### src/rtl/output_arbiter_params.sv
// Shared NoC flit_id encodings, included by the router blocks that decode flit boundaries.
`ifndef OUTPUT_ARBITER_PARAMS_SV
`define OUTPUT_ARBITER_PARAMS_SV

`define FLIT_HEADER  3'b001
`define FLIT_PAYLOAD 3'b010
`define FLIT_TAIL    3'b100

`endif

### src/rtl/output_arbiter_pkg.sv
// Port index constants and FSM state type shared by the output arbiter and its bench.
package output_arbiter_pkg;

    localparam logic [2:0] PORT_N = 3'd0;
    localparam logic [2:0] PORT_E = 3'd1;
    localparam logic [2:0] PORT_W = 3'd2;
    localparam logic [2:0] PORT_S = 3'd3;
    localparam logic [2:0] PORT_L = 3'd4;

    typedef enum logic {
        ST_IDLE = 1'b0,
        ST_BUSY = 1'b1
    } state_t;

endpackage

### src/rtl/output_arbiter_rr_pick.sv
// Combinational masked priority picker: first set req bit searching cyclically from ptr+1.
module rr_pick #(
    parameter int NUM_IN = 5
) (
    input  logic [NUM_IN-1:0] req,
    input  logic [2:0]        ptr,
    output logic [NUM_IN-1:0] onehot,
    output logic [2:0]        idx
);

    logic found;
    int   cand;

    // NOTE: every variable written here gets a default first, so no path can leave one unassigned and infer a latch.
    always_comb begin
        onehot = '0;
        idx    = '0;
        found  = 1'b0;
        cand   = 0;
        for (int i = 1; i <= NUM_IN; i++) begin
            cand = int'(ptr) + i;
            if (cand >= NUM_IN) cand = cand - NUM_IN;
            if (!found && req[cand]) begin
                found        = 1'b1;
                onehot[cand] = 1'b1;
                idx          = 3'(cand);
            end
        end
    end

endmodule

### src/rtl/output_arbiter.sv
// Per-output wormhole arbiter: locks the output to one input from HEADER until TAIL is popped.
// Build option: define ARB_FIXED_PRIORITY_EN for fixed priority L > N > E > W > S instead of round robin.
`include "output_arbiter_params.sv"

module output_arbiter
    import output_arbiter_pkg::*;
#(
    parameter int NUM_IN    = 5,
    parameter int FLIT_ID_W = 3
) (
    input  logic                          clk,
    input  logic                          rst,
    input  logic [NUM_IN-1:0]             req,
    input  logic [NUM_IN-1:0]             empty,
    input  logic [NUM_IN*FLIT_ID_W-1:0]   flit_id,
    input  logic                          ready,
    output logic [NUM_IN-1:0]             grant,
    output logic [2:0]                    sel,
    output logic [NUM_IN-1:0]             read_en,
    output logic                          valid_out
);

    localparam logic [FLIT_ID_W-1:0] TAIL_ID = FLIT_ID_W'(`FLIT_TAIL);

    state_t                state, state_nx;
    logic [NUM_IN-1:0]     grant_nx;
    logic [2:0]            sel_nx, ptr, ptr_nx, pick_ptr, pick_idx;
    logic [NUM_IN-1:0]     pick_onehot;
    logic [FLIT_ID_W-1:0]  head_id;
    logic                  tail_pop;

`ifdef ARB_FIXED_PRIORITY_EN
    // Searching from just after S yields the fixed order L, N, E, W, S.
    assign pick_ptr = PORT_S;
`else
    assign pick_ptr = ptr;
`endif

    rr_pick #(.NUM_IN(NUM_IN)) u_pick (
        .req    (req),
        .ptr    (pick_ptr),
        .onehot (pick_onehot),
        .idx    (pick_idx)
    );

    assign head_id  = flit_id[int'(sel)*FLIT_ID_W +: FLIT_ID_W];
    assign tail_pop = valid_out && (head_id == TAIL_ID);

    // NOTE: sequential state uses non-blocking assignments so every register samples pre-edge values.
    always_ff @(posedge clk or negedge rst) begin
        if (!rst) begin
            state <= ST_IDLE;
            grant <= '0;
            sel   <= '0;
            ptr   <= 3'(NUM_IN-1);
        end else begin
            state <= state_nx;
            grant <= grant_nx;
            sel   <= sel_nx;
            ptr   <= ptr_nx;
        end
    end

    always_comb begin
        state_nx = state;
        grant_nx = grant;
        sel_nx   = sel;
        ptr_nx   = ptr;
        unique case (state)
            ST_IDLE: begin
                if (|req) begin
                    grant_nx = pick_onehot;
                    sel_nx   = pick_idx;
                    state_nx = ST_BUSY;
                end
            end
            ST_BUSY: begin
                // Only a popped TAIL releases the lock; req is ignored while busy.
                if (tail_pop) begin
                    ptr_nx   = sel;
                    grant_nx = '0;
                    state_nx = ST_IDLE;
                end
            end
            default: state_nx = ST_IDLE;
        endcase
    end

    always_comb begin
        read_en = '0;
        if (state == ST_BUSY) read_en = grant & ~empty & {NUM_IN{ready}};
        valid_out = |read_en;
    end

endmodule

### config.mk
export PLATFORM = sky130hd
export DESIGN_NAME = output_arbiter
export DESIGN_NICKNAME = d
export VERILOG_FILES = /design/src/rtl/output_arbiter_pkg.sv /design/src/rtl/output_arbiter_rr_pick.sv /design/src/rtl/output_arbiter.sv
export VERILOG_INCLUDE_DIRS = /design/src /design/src/rtl
export SDC_FILE = /design/constraint.sdc
export NUM_CORES = 1
export LEC_CHECK = 0
export ABC_CLOCK_PERIOD_IN_PS = 8600
export CAP_MARGIN = 20
export CORE_ASPECT_RATIO = 1.1
export CORE_MARGIN = 3
export CORE_UTILIZATION = 45
export DETAILED_ROUTE_END_ITERATION = 7
export PLACE_DENSITY_LB_ADDON = 0.25
export SLEW_MARGIN = 20
export SYNTH_ARGS = -nofsm -noshare
export SYNTH_HDL_FRONTEND = slang
export SYNTH_HIERARCHICAL = 1
export SYNTH_SLANG_ARGS = --single-unit
### constraint.sdc
create_clock -name clk -period 8.6 [get_ports clk]
set_clock_uncertainty 0.05 [all_clocks]
set_input_delay 0.86 -clock clk [delete_from_list [all_inputs] [get_ports clk]]
set_output_delay 0.86 -clock clk [all_outputs]
set_load 0.05 [all_outputs]
* After elaboration in Yosys (flattened, before gate mapping)
Index checks and enable logic that the tools add are counted.
Widths: inputs -> output; s select.
** Word-level totals
- Bits in registers :: 12
- Output and inout bits :: 14
** Cells by class
- Magnitude comparators :: 15
- Reduce and logical (&&, ||, !) cells :: 19
- Mux-type cells :: 51
- $mul :: 1
- Bitwise gates (word level) :: 8
- Shift operators :: 1
- Equal/unequal tests :: 3
- Add/sub/neg operators :: 10
** Operators by type and width (number)
- $ge 32x1->1 const B :: 5
- $ge 32x4->1 const B :: 5
- $lt 32x5->1 const B :: 5
- $mux 32 :: 5
- $sub 32x4->32 const B :: 5
- $mux 5 :: 8
- $mux 1 :: 21
- $or 5x5->5 :: 4
- $bmux 1 s3 :: 5
- $demux 1 s3 :: 5
- $mux 3 :: 5
- $shiftx 15x6->3 :: 1
- $and 5x5->5 :: 2
- $logic_and 1x1->1 :: 10
- $pmux 5 s2 :: 1
- $reduce_or 5->1 :: 2
- $add 3x2->4 const B :: 2
- $add 3x3->4 const B :: 2
- $reduce_and 2->1 :: 3
- $mul 3x2->5 const B :: 1
- $not 5->5 :: 1
- $add 3x1->4 const B :: 1
- $logic_not 1->1 :: 4
- $eq 3x3->1 const B :: 1
- other kinds (4) :: 4

* Longest topological paths before layout
Gate-level depths: netlist of the first run.
- Word-level depth :: 21
- Depth in mapped cells :: 17
- Gate-level depth less buffers :: 14

* Modules after synthesis
Netlist of the first run, hierarchy kept.
** Modules (own cells, without submodules)
- rr_pick :: seq. area each 0.0 um^2, area each 2054.5 um^2, times used 1, cells an instance 285
- output_arbiter :: seq. area each 301.5 um^2, area each 653.1 um^2, times used 1, cells an instance 71

* Least setup slack after synthesis of the first run
OpenSTA, ideal clock, no wires.
- Kind :: reg-to-reg
- From :: register ptr[1], in the netlist pick_ptr[1]
- To :: register grant[1]
- Path buffers :: 2
- Data arrival time :: 3.875 ns
- Cell stages (with the launch flop) :: 14
- Clock period less this slack :: 4.004 ns
- Slack :: 4.596 ns
- Setup time :: 0.079 ns
- Data required time :: 8.471 ns
- Path through :: dfrtp_1 > clkbuf_1 > inv_1 > ha_1 > buf_2 > or4_1 > o211ai_2 > mux4_2 > mux2i_1 > nand3_1 > or4b_4 > o211ai_1 > nand2_1 > o21ai_1
** Between the ends
- Cells in the longest elaborated chain, start to end :: 21
- Elaborated cells between the ends (all ways) :: 83
- Those cells by class :: add/sub (10); order compare (15); mux (41); bitwise (4); reduce/logical (13)
** Ends and longest elaborated chain
- from (decl) :: line output_arbiter.sv:27 : logic [2:0] sel_nx, ptr, ptr_nx, pick_ptr, pick_idx;
- from (signal assigned) :: line output_arbiter.sv:55 : ptr <= 3'(NUM_IN-1);
- from (signal assigned) :: line output_arbiter.sv:60 : ptr <= ptr_nx;
- parallel branches: the longest is 18 deep, another holds $sub 32x4->32
- $mux 5 (*) :: line output_arbiter_rr_pick.sv:23 : if (!found && req[cand]) begin
- via pick_onehot[1] :: line output_arbiter.sv:28 : logic [NUM_IN-1:0] pick_onehot;
- $mux 5 (*) :: line output_arbiter.sv:71 : if (|req) begin
- $pmux 5 s2 (*) :: line output_arbiter.sv:69 : unique case (state)
- to (signal assigned) :: line output_arbiter.sv:58 : grant <= grant_nx;
- to (decl) :: line output_arbiter.sv:17 : output logic [NUM_IN-1:0] grant,
Mark *: on every way through the listed nets, which the timed path passes. The select of a mux whose other input is x is not followed.
A chain may end at the register's enable or synchronous reset.

* Worst setup path in the final report of the first run
Ends and elaborated chain as after synthesis.

==> results of run 1 <==
## stage by stage
| stage | cell area, um2 | std cells | utilization | setup WS (ps) | hold slack, ps |
|---|---|---|---|---|---|
| final | 3130 | 459 | 0.539 | 4000 | 486 |
| after global routing | 3130 | 459 | 0.539 | 3720 | 532 |
| after CTS | 3130 | 459 | 0.539 | 4070 | 494 |
| after detailed placement | 3090 | 455 | 0.532 | 4090 | 488 |
| after global placement | 3090 | 455 | 0.532 | 4260 | 484 |
| after floorplan | 2710 | 356 | - | 4600 | 423 |
## state kept, by name, indices dropped and copies added (netlist names)
name,flops
grant,5
sel,3
pick_ptr,3
state,1
## layer usage
layer,wire length (um),up-vias,track usage
met3,645,21,0.0280
met2,3920,152,0.398
met5,0,-,0
met1,3430,1340,0.288
met4,153,0,0.0845
li1,-,1409,-
## area by class of cell
type                    instances  area share
inverters                      13      0.0156
well taps                      77      0.0308
multi-input cells             310       0.707
clock buffers                   4      0.0144
repair buffers                 43       0.136
flip-flops and latches         12      0.0963
## layout by cell type (no fill, tap or decap), types with 3 or more instances in the layout
cell,n
a21oi_1,20
a221oi_1,5
a31oi_1,4
and2_1,3
and3_1,5
clkbuf_8,3
clkdlybuf4s50_1,41
dfrtp_1,11
ha_1,15
inv_1,12
mux2_2,3
mux2i_1,10
nand2_1,42
nand2b_1,20
nand3_1,9
nand4_1,7
nor2_1,24
nor2b_1,5
nor3_1,5
nor3b_1,3
nor4_1,7
nor4b_1,4
nor4bb_1,3
o211ai_1,8
o21ai_0,14
o21ai_1,5
o22ai_1,8
o31ai_1,5
or3_1,4
or4_1,7
xor2_1,3
## kinds of logic after synthesis
kind of cell | Yosys count | share of synthesized area
mux | 16 | 0.0689
fa+ha+maj | 16 | 0.0767
buf+inv | 34 | 0.0707
flops | 12 | 0.111
simple gates | 163 | 0.337
compound gates | 108 | 0.305
xor+xnor | 7 | 0.0310
## worst max-delay path by stage
stage,startpoint,end,slack [ps],cells past startpoint
after global placement,pick_ptr[1],grant[3],4260,12
after floorplan,pick_ptr[1],grant[1],4600,13
after CTS,pick_ptr[1],grant[1],4070,12
final,pick_ptr[1],grant[1],4000,12
after global routing,pick_ptr[1],grant[1],3720,12
after detailed placement,pick_ptr[1],grant[1],4090,12
## worst max-delay path, stage by stage (launching register included)
cell      delay [ps]
dfrtp_1          670
inv_1            330
ha_1             270
ha_1             460
or4_1            480
o211ai_2         150
mux4_2           590
mux2i_1          250
nand3_1          260
or4b_4           630
o211ai_1         210
nand2_1           70
o21ai_1           90
==> summary.md, run 1 <==
| Metric | Value |
|---|---|
| Status | finished clean |
| Mapped Cells | 356 |
| ANT cells | 0 |
| Hold endpoint | grant[2] |
| Total track usage | 0.229 |
| CTS root buf | clkbuf_8 |
| Crit Path Class | flip-flop to flip-flop |
| Register area share after synthesis | 0.111 |
| Mean Syn Cell Area | 7.61 um2 |
| Dominant synthesized flop cell | dfrtp_1 |
| Max clock buf depth | 2 |
| Reg area | 302 um2 |
| Mapped cell area | 0.00271 mm2 |
| Max Slew Vio Count | 0 |
| Post-DRT Antenna Nets | 0 |
| Post-CTS setup buffer count | 0 |
| H-Tree Depth | 1 |
| Dominant cell type by area after synthesis | dfrtp_1 |
| Path depth of the worst reg2reg path | 12 |
| Vias in the first global route | 2,627 |
| Crit path required time | 8710 ps |
| Die width | 80.0 um |
| GR Overflow Total | 0 |
| TritonCTS buffer count | 3 |
| Actual slew at the worst max-slew pin | 830 ps |
| Total iterations of the first detailed-routing run | 5 |
| Largest net degree at the start of global routing | 39 |
| Post-layout min period | 4600 ps |
| Crit start category | flip-flop |
| Commonest cells in the netlist | 42 x nand2_1, 24 x nor2_1, 20 x a21oi_1, 20 x nand2b_1, 15 x ha_1 |
| End of the worst register-to-register path | grant[1] |
| Worst-skew pair later-pin latency | 240 ps |
| Initial Util | 0.466 |
| DR WL/cell | 17.8 um |
| Multi-input gate area | 0.00221 mm2 |
| Layout cells sized above 1 | 0.0995 |
| I/O pins | 42 |
| Setup violations, final | 0 |
| PostCTS Resize Cnt | 0 |
| Die height | 87.4 um |
| Async SR Flop Fraction | 1.00 |
| R2R setup slack | 4000 ps |
| Synth warn | 6 |
| Reg clk slew, reported paths | 50 ps |
| Final WL | 8.15 mm |
| Final Hold Fails | 0 |
| Vias | 2,922 |
| Slew margin rel. | 0.447 |
| Core Box Area | 0.00581 mm2 |
| Synth Register Bits | 12 |
| # hold bufs at CTS | 0 |
| Worst R2R Start | pick_ptr[1] |
| Arrival time worst endpoint | 4710 ps |
| Period utilization | 0.535 |
| Fmax | 217 MHz |
| RSZ-0062 raised after global routing | false |
| Distinct cell type count after synthesis | 87 |
| WHS Path Cells | 2 |
| Port bufs | 41 |
| Max-cap viol count | 0 |
| 1st-iter DRT viols | 227 |
| Nets@finish | 427 |
| Synth Net Count | 400 |
| Hold Path Class | flip-flop to flip-flop |
| Routed vias/inst | 6.37 |
| Synth top area cells | dfrtp_1 10%, ha_1 6.9%, nand2_1 5.8% |
| Setup TNS | 0 ps |
| # rows | 29 |
| Dpl hpwl | 6.35 mm |
| Number of synthesized flops with an enable pin | 0 |
| CP Max Fanout | 15 |
| Initial antenna violation count | 0 |
| Fillers | 546 |
| TritonCTS clock tree | yes |
| Hold path startpoint | grant[2] |
| CTS sink cnt | 12 |
| Crit. End Element | flip-flop |
| Cell with the most instances after synthesis | nand2_1 |
| DRC Markers | 0 |
| Area grow syn2layout | 15.7% |
| DIE AREA | 0.00698 mm2 |
| Synth top area share | 0.102 |
| First-pass GRT wire length | 13.0 mm |
| RD Place Congestion | 0.950 |
Power of run 1 is left out: the tool's default activity adds up to more than one toggle a clock period on the data nets, which glitch-free logic cannot reach.
==> inputs of run 2 (changes only) <==
--- a/config.mk
+++ b/config.mk
@@ -6,7 +6,7 @@
 export SDC_FILE = /design/constraint.sdc
 export NUM_CORES = 1
 export LEC_CHECK = 0
-export ABC_CLOCK_PERIOD_IN_PS = 8600
+export ABC_CLOCK_PERIOD_IN_PS = 4660
 export CAP_MARGIN = 20
 export CORE_ASPECT_RATIO = 1.1
 export CORE_MARGIN = 3
==> constraint.sdc (replaced) <==
create_clock -name clk -period 4.66 [get_ports clk]
set_clock_uncertainty 0.05 [all_clocks]
set_input_delay 0.466 -clock clk [delete_from_list [all_inputs] [get_ports clk]]
set_output_delay 0.466 -clock clk [all_outputs]
set_load 0.05 [all_outputs]
==> summary.md, run 2 (same netlist as run 1, synthesis figures left out) <==
| Metric | Value |
|---|---|
| Status | finished clean |
| Area grow syn2layout | 16.9% |
| Reg with most FFs | grant |
| Post-Layout Cell Count | 462 |
| RSZ-0062 raised after global routing | false |
| Actual slew at the worst max-slew pin | 833 ps |
| Crit path required time | 4770 ps |
| CTS root buf | clkbuf_8 |
| GR Overflow Total | 0 |
| Cell count after placement | 458 |
| Max-cap viol count | 0 |
| ANT cells | 0 |
| Largest register FFs | 5 |
| CP Max Fanout | 12 |
| Crit. End Element | flip-flop |
| Worst R2R Start | pick_ptr[1] |
| Commonest non-fill, non-tap cells in the layout | 42 x nand2_1, 41 x clkdlybuf4s50_1, 24 x nor2_1 |
| # hold bufs at CTS | 0 |
| Commonest non-fill, non-tap cell in the layout | nand2_1 |
| Fmax | 243 MHz |
| Layout cells sized above 1 | 0.109 |
| CTS sink cnt | 12 |
| Core Box Area | 0.00581 mm2 |
| Post-DRT Antenna Nets | 0 |
| R2R setup slack | 550 ps |
| Setup TNS | 0 ps |
| TritonCTS clock tree | yes |
| Slew margin rel. | 0.440 |
| Nets@finish | 430 |
| Crit start category | flip-flop |
| Initial antenna violation count | 0 |
| CP startpoint | pick_ptr[1] |
| Largest net degree at the start of global routing | 38 |
| Final Hold Fails | 0 |
| DR WL/cell | 18.5 um |
| Total track usage | 0.253 |
| Reg clk slew, reported paths | 60 ps |
| Vias | 2,950 |
| Worst-skew pair later-pin latency | 250 ps |
| DIE AREA | 0.00698 mm2 |
| Max Slew Vio Count | 0 |
| Period utilization | 0.882 |
| Dpl hpwl | 6.52 mm |
| Crit Path Class | flip-flop to flip-flop |
| I/O pins | 42 |
| DRC Markers | 0 |
| Final WL | 8.56 mm |
| End of the worst register-to-register path | grant[3] |
| Path depth of the worst reg2reg path | 12 |
| Arrival time worst endpoint | 4230 ps |
| # rows | 29 |
| WHS Path Cells | 2 |
| Die height | 87.4 um |
| Initial Util | 0.466 |
| PostCTS Resize Cnt | 0 |
| TritonCTS buffer count | 3 |
| 1st-iter DRT viols | 283 |
| RD Place Congestion | 0.964 |
| H-Tree Depth | 1 |
| Total iterations of the first detailed-routing run | 5 |
| Hold Path Class | flip-flop to flip-flop |
| Post-CTS setup buffer count | 0 |
| Vias in the first global route | 2,846 |
| Post-layout min period | 4110 ps |
| CP Capture Point | grant[3] |
| Setup violations, final | 0 |
| Routed vias/inst | 6.39 |
| Port bufs | 41 |
| Max clock buf depth | 2 |
| First-pass GRT wire length | 14.1 mm |
| Die width | 80.0 um |
## run 2: cell types whose count changed in the layout (fill, tap and decap cells not counted)
cell,previous run,this run
clkbuf_1,1,0
clkbuf_8,3,4
buf_4,2,5
## run 2: worst min-delay path by stage
stage               slack, ps      from  endpoint
CTS                       500  grant[2]  grant[2]
finish                    500  grant[4]  grant[4]
global route              520  grant[2]  grant[2]
global placement          480  grant[2]  grant[2]
floorplan                 120       rst  grant[0]
detailed placement        490  grant[2]  grant[2]
## run 2: stage by stage
step | area (um2) | hold slack (ps) | worst slack, ps | utilization
finish | 3160 | 496 | 548 | 0.545
global route | 3160 | 523 | 243 | 0.545
CTS | 3160 | 497 | 572 | 0.545
detailed placement | 3110 | 491 | 612 | 0.536
global placement | 3110 | 483 | 720 | 0.536
floorplan | 2710 | 120 | 656 | -
## run 2: layer usage
layer  GRT usage  part of all wire  up-vias
met4       0.111             0.036        0
met5           0                 0        -
met2       0.428              0.47      141
met1       0.323              0.41     1370
li1            -                 -     1410
met3      0.0280             0.088       29
## run 2: cell type report
type,instances,area [um2]
Fill cell,573,2640
Multi-Input combinational cell,310,2210
Timing Repair Buffer,46,448
Sequential cell,12,302
Tap cell,77,96.3
Clock buffer,4,55.1
Inverter,13,48.8
## run 2: critical path: stages (launching register included)
cell	delay, ps
dfrtp_1	380
inv_1	280
ha_1	230
ha_1	380
or4_1	490
o211ai_2	130
mux4_2	580
mux2i_1	270
nand3_1	260
or4b_4	610
o211ai_1	190
nand2_1	60
o21ai_1	100
Power of run 2 is left out for the same reason.
==> inputs of run 3 (changes only) <==
--- a/config.mk
+++ b/config.mk
@@ -13,6 +13,7 @@
 export CORE_UTILIZATION = 45
 export DETAILED_ROUTE_END_ITERATION = 7
 export PLACE_DENSITY_LB_ADDON = 0.25
+export RECOVER_POWER = 25
 export SLEW_MARGIN = 20
 export SYNTH_ARGS = -nofsm -noshare
 export SYNTH_HDL_FRONTEND = slang
==> summary.md, run 3 (same netlist as run 1, synthesis figures left out) <==
| Metric | Value |
|---|---|
| Crit path required time | 4770 ps |
| Final Hold Fails | 0 |
| Initial Util | 0.466 |
| H-Tree Depth | 1 |
| CP Max Fanout | 12 |
| Hold path startpoint | grant[4] |
| CP Cell Sequence | inv_1, ha_1, ha_1, or4_1, o211ai_2, mux4_2, mux2i_1, nand3_1, or4b_4, o211ai_1, nand2_1, o21ai_1 |
| Area grow syn2layout | 16.9% |
| First-pass GRT wire length | 14.1 mm |
| Period utilization | 0.882 |
| CP startpoint | pick_ptr[1] |
| Reg with most FFs | grant |
| Commonest non-fill, non-tap cells in the layout | 42 x nand2_1, 40 x clkdlybuf4s50_1, 24 x nor2_1 |
| CP peak stage delay | 610 ps |
| TritonCTS buffer count | 3 |
| Crit Path Class | flip-flop to flip-flop |
| DRC Markers | 0 |
| Initial antenna violation count | 0 |
| PostCTS Resize Cnt | 0 |
| Dpl cell area | 0.00311 mm2 |
| CTS sink cnt | 12 |
| Final WL | 8.56 mm |
| Cell seen most often among critical-path stages | ha_1 |
| Fmax | 243 MHz |
| Status | finished clean |
| Max clock buf depth | 2 |
| CP delay by family, top | simple AND/OR/NAND/NOR gates |
| Commonest non-fill, non-tap cell in the layout | nand2_1 |
| Routed vias/inst | 6.39 |
| Die height | 87.4 um |
| Final Util | 0.545 |
| Nets@finish | 430 |
| Slew margin rel. | 0.440 |
| CTS root buf | clkbuf_8 |
| Largest net degree at the start of global routing | 38 |
| DR WL/cell | 18.5 um |
| Worst path slowest cell | or4b_4 |
| DIE AREA | 0.00698 mm2 |
| Post-layout min period | 4110 ps |
| GR Overflow Total | 0 |
| Crit start category | flip-flop |
| Die width | 80.0 um |
| Post-DRT Antenna Nets | 0 |
| Cell count after placement | 458 |
| Post-Layout Cell Count | 462 |
| Dpl hpwl | 6.52 mm |
| 1st-iter DRT viols | 283 |
| Vias in the first global route | 2,846 |
| # hold bufs at CTS | 0 |
| Largest register FFs | 5 |
| TritonCTS clock tree | yes |
| Core Box Area | 0.00581 mm2 |
| Setup violations, final | 0 |
| # rows | 29 |
| Worst-skew pair later-pin latency | 250 ps |
| Total iterations of the first detailed-routing run | 5 |
| ANT cells | 0 |
| Arrival time worst endpoint | 4230 ps |
| Max Slew Vio Count | 0 |
| Max-cap viol count | 0 |
| I/O pins | 42 |
| Layout cells sized above 1 | 0.109 |
| Port bufs | 41 |
| Hold Path Class | flip-flop to flip-flop |
| CP Buf/Inv Count | 1 |
| Post-CTS setup buffer count | 0 |
| Setup TNS | 0 ps |
| Fillers | 573 |
| Crit. End Element | flip-flop |
| Total track usage | 0.253 |
| Vias | 2,950 |
| Worst R2R Start | pick_ptr[1] |
| Reg clk slew, reported paths | 60 ps |
| RD Place Congestion | 0.964 |
| Actual slew at the worst max-slew pin | 833 ps |
| RSZ-0062 raised after global routing | false |
| Design area | 0.00316 mm2 |
==> run 3: area by class of cell <==
class	count	area, um2	share of cell area
Multi-Input combinational cell	310	2210	0.700
Timing Repair Buffer	46	448	0.142
Sequential cell	12	302	0.0953
Tap cell	77	96.3	0.0304
Clock buffer	4	55.1	0.0174
Inverter	13	48.8	0.0154
==> run 3: final timing paths <==
| check | end | slack (ps) | cells after the start |
|---|---|---|---|
| worst max-delay path | grant[3] | 550 | 12 |
| worst min-delay path | grant[4] | 500 | 2 |
| worst max register to register | grant[3] | 550 | 12 |
| worst min register to register | grant[4] | 500 | 2 |
| max in group asynchronous | grant[0] | 3540 | 1 |
| min in group asynchronous | sel[1] | 610 | 1 |
==> run 3: metal layers <==
metal | global-route usage | vias to the layer above | wire (um)
met2 | 0.428 | 141 | 3990
met3 | 0.0280 | 29 | 749
met1 | 0.323 | 1370 | 3510
met4 | 0.111 | 0 | 305
met5 | 0 | - | 0
li1 | - | 1410 | -
==> run 3: worst reg2reg max path: cells and delay by family (launching register included) <==
kind            cells  cell delay, ps
flops               1             380
fa+ha+maj           2             610
simple gates        4            1430
buf+inv             1             280
mux                 2             850
compound gates      3             420
==> run 3: stage by stage <==
stage,hold slack (ps),setup slack (ps)
after floorplan,120,656
after global placement,483,720
after global routing,523,243
after CTS,497,572
after detailed placement,491,612
final,496,548
Power of run 3 is left out for the same reason.
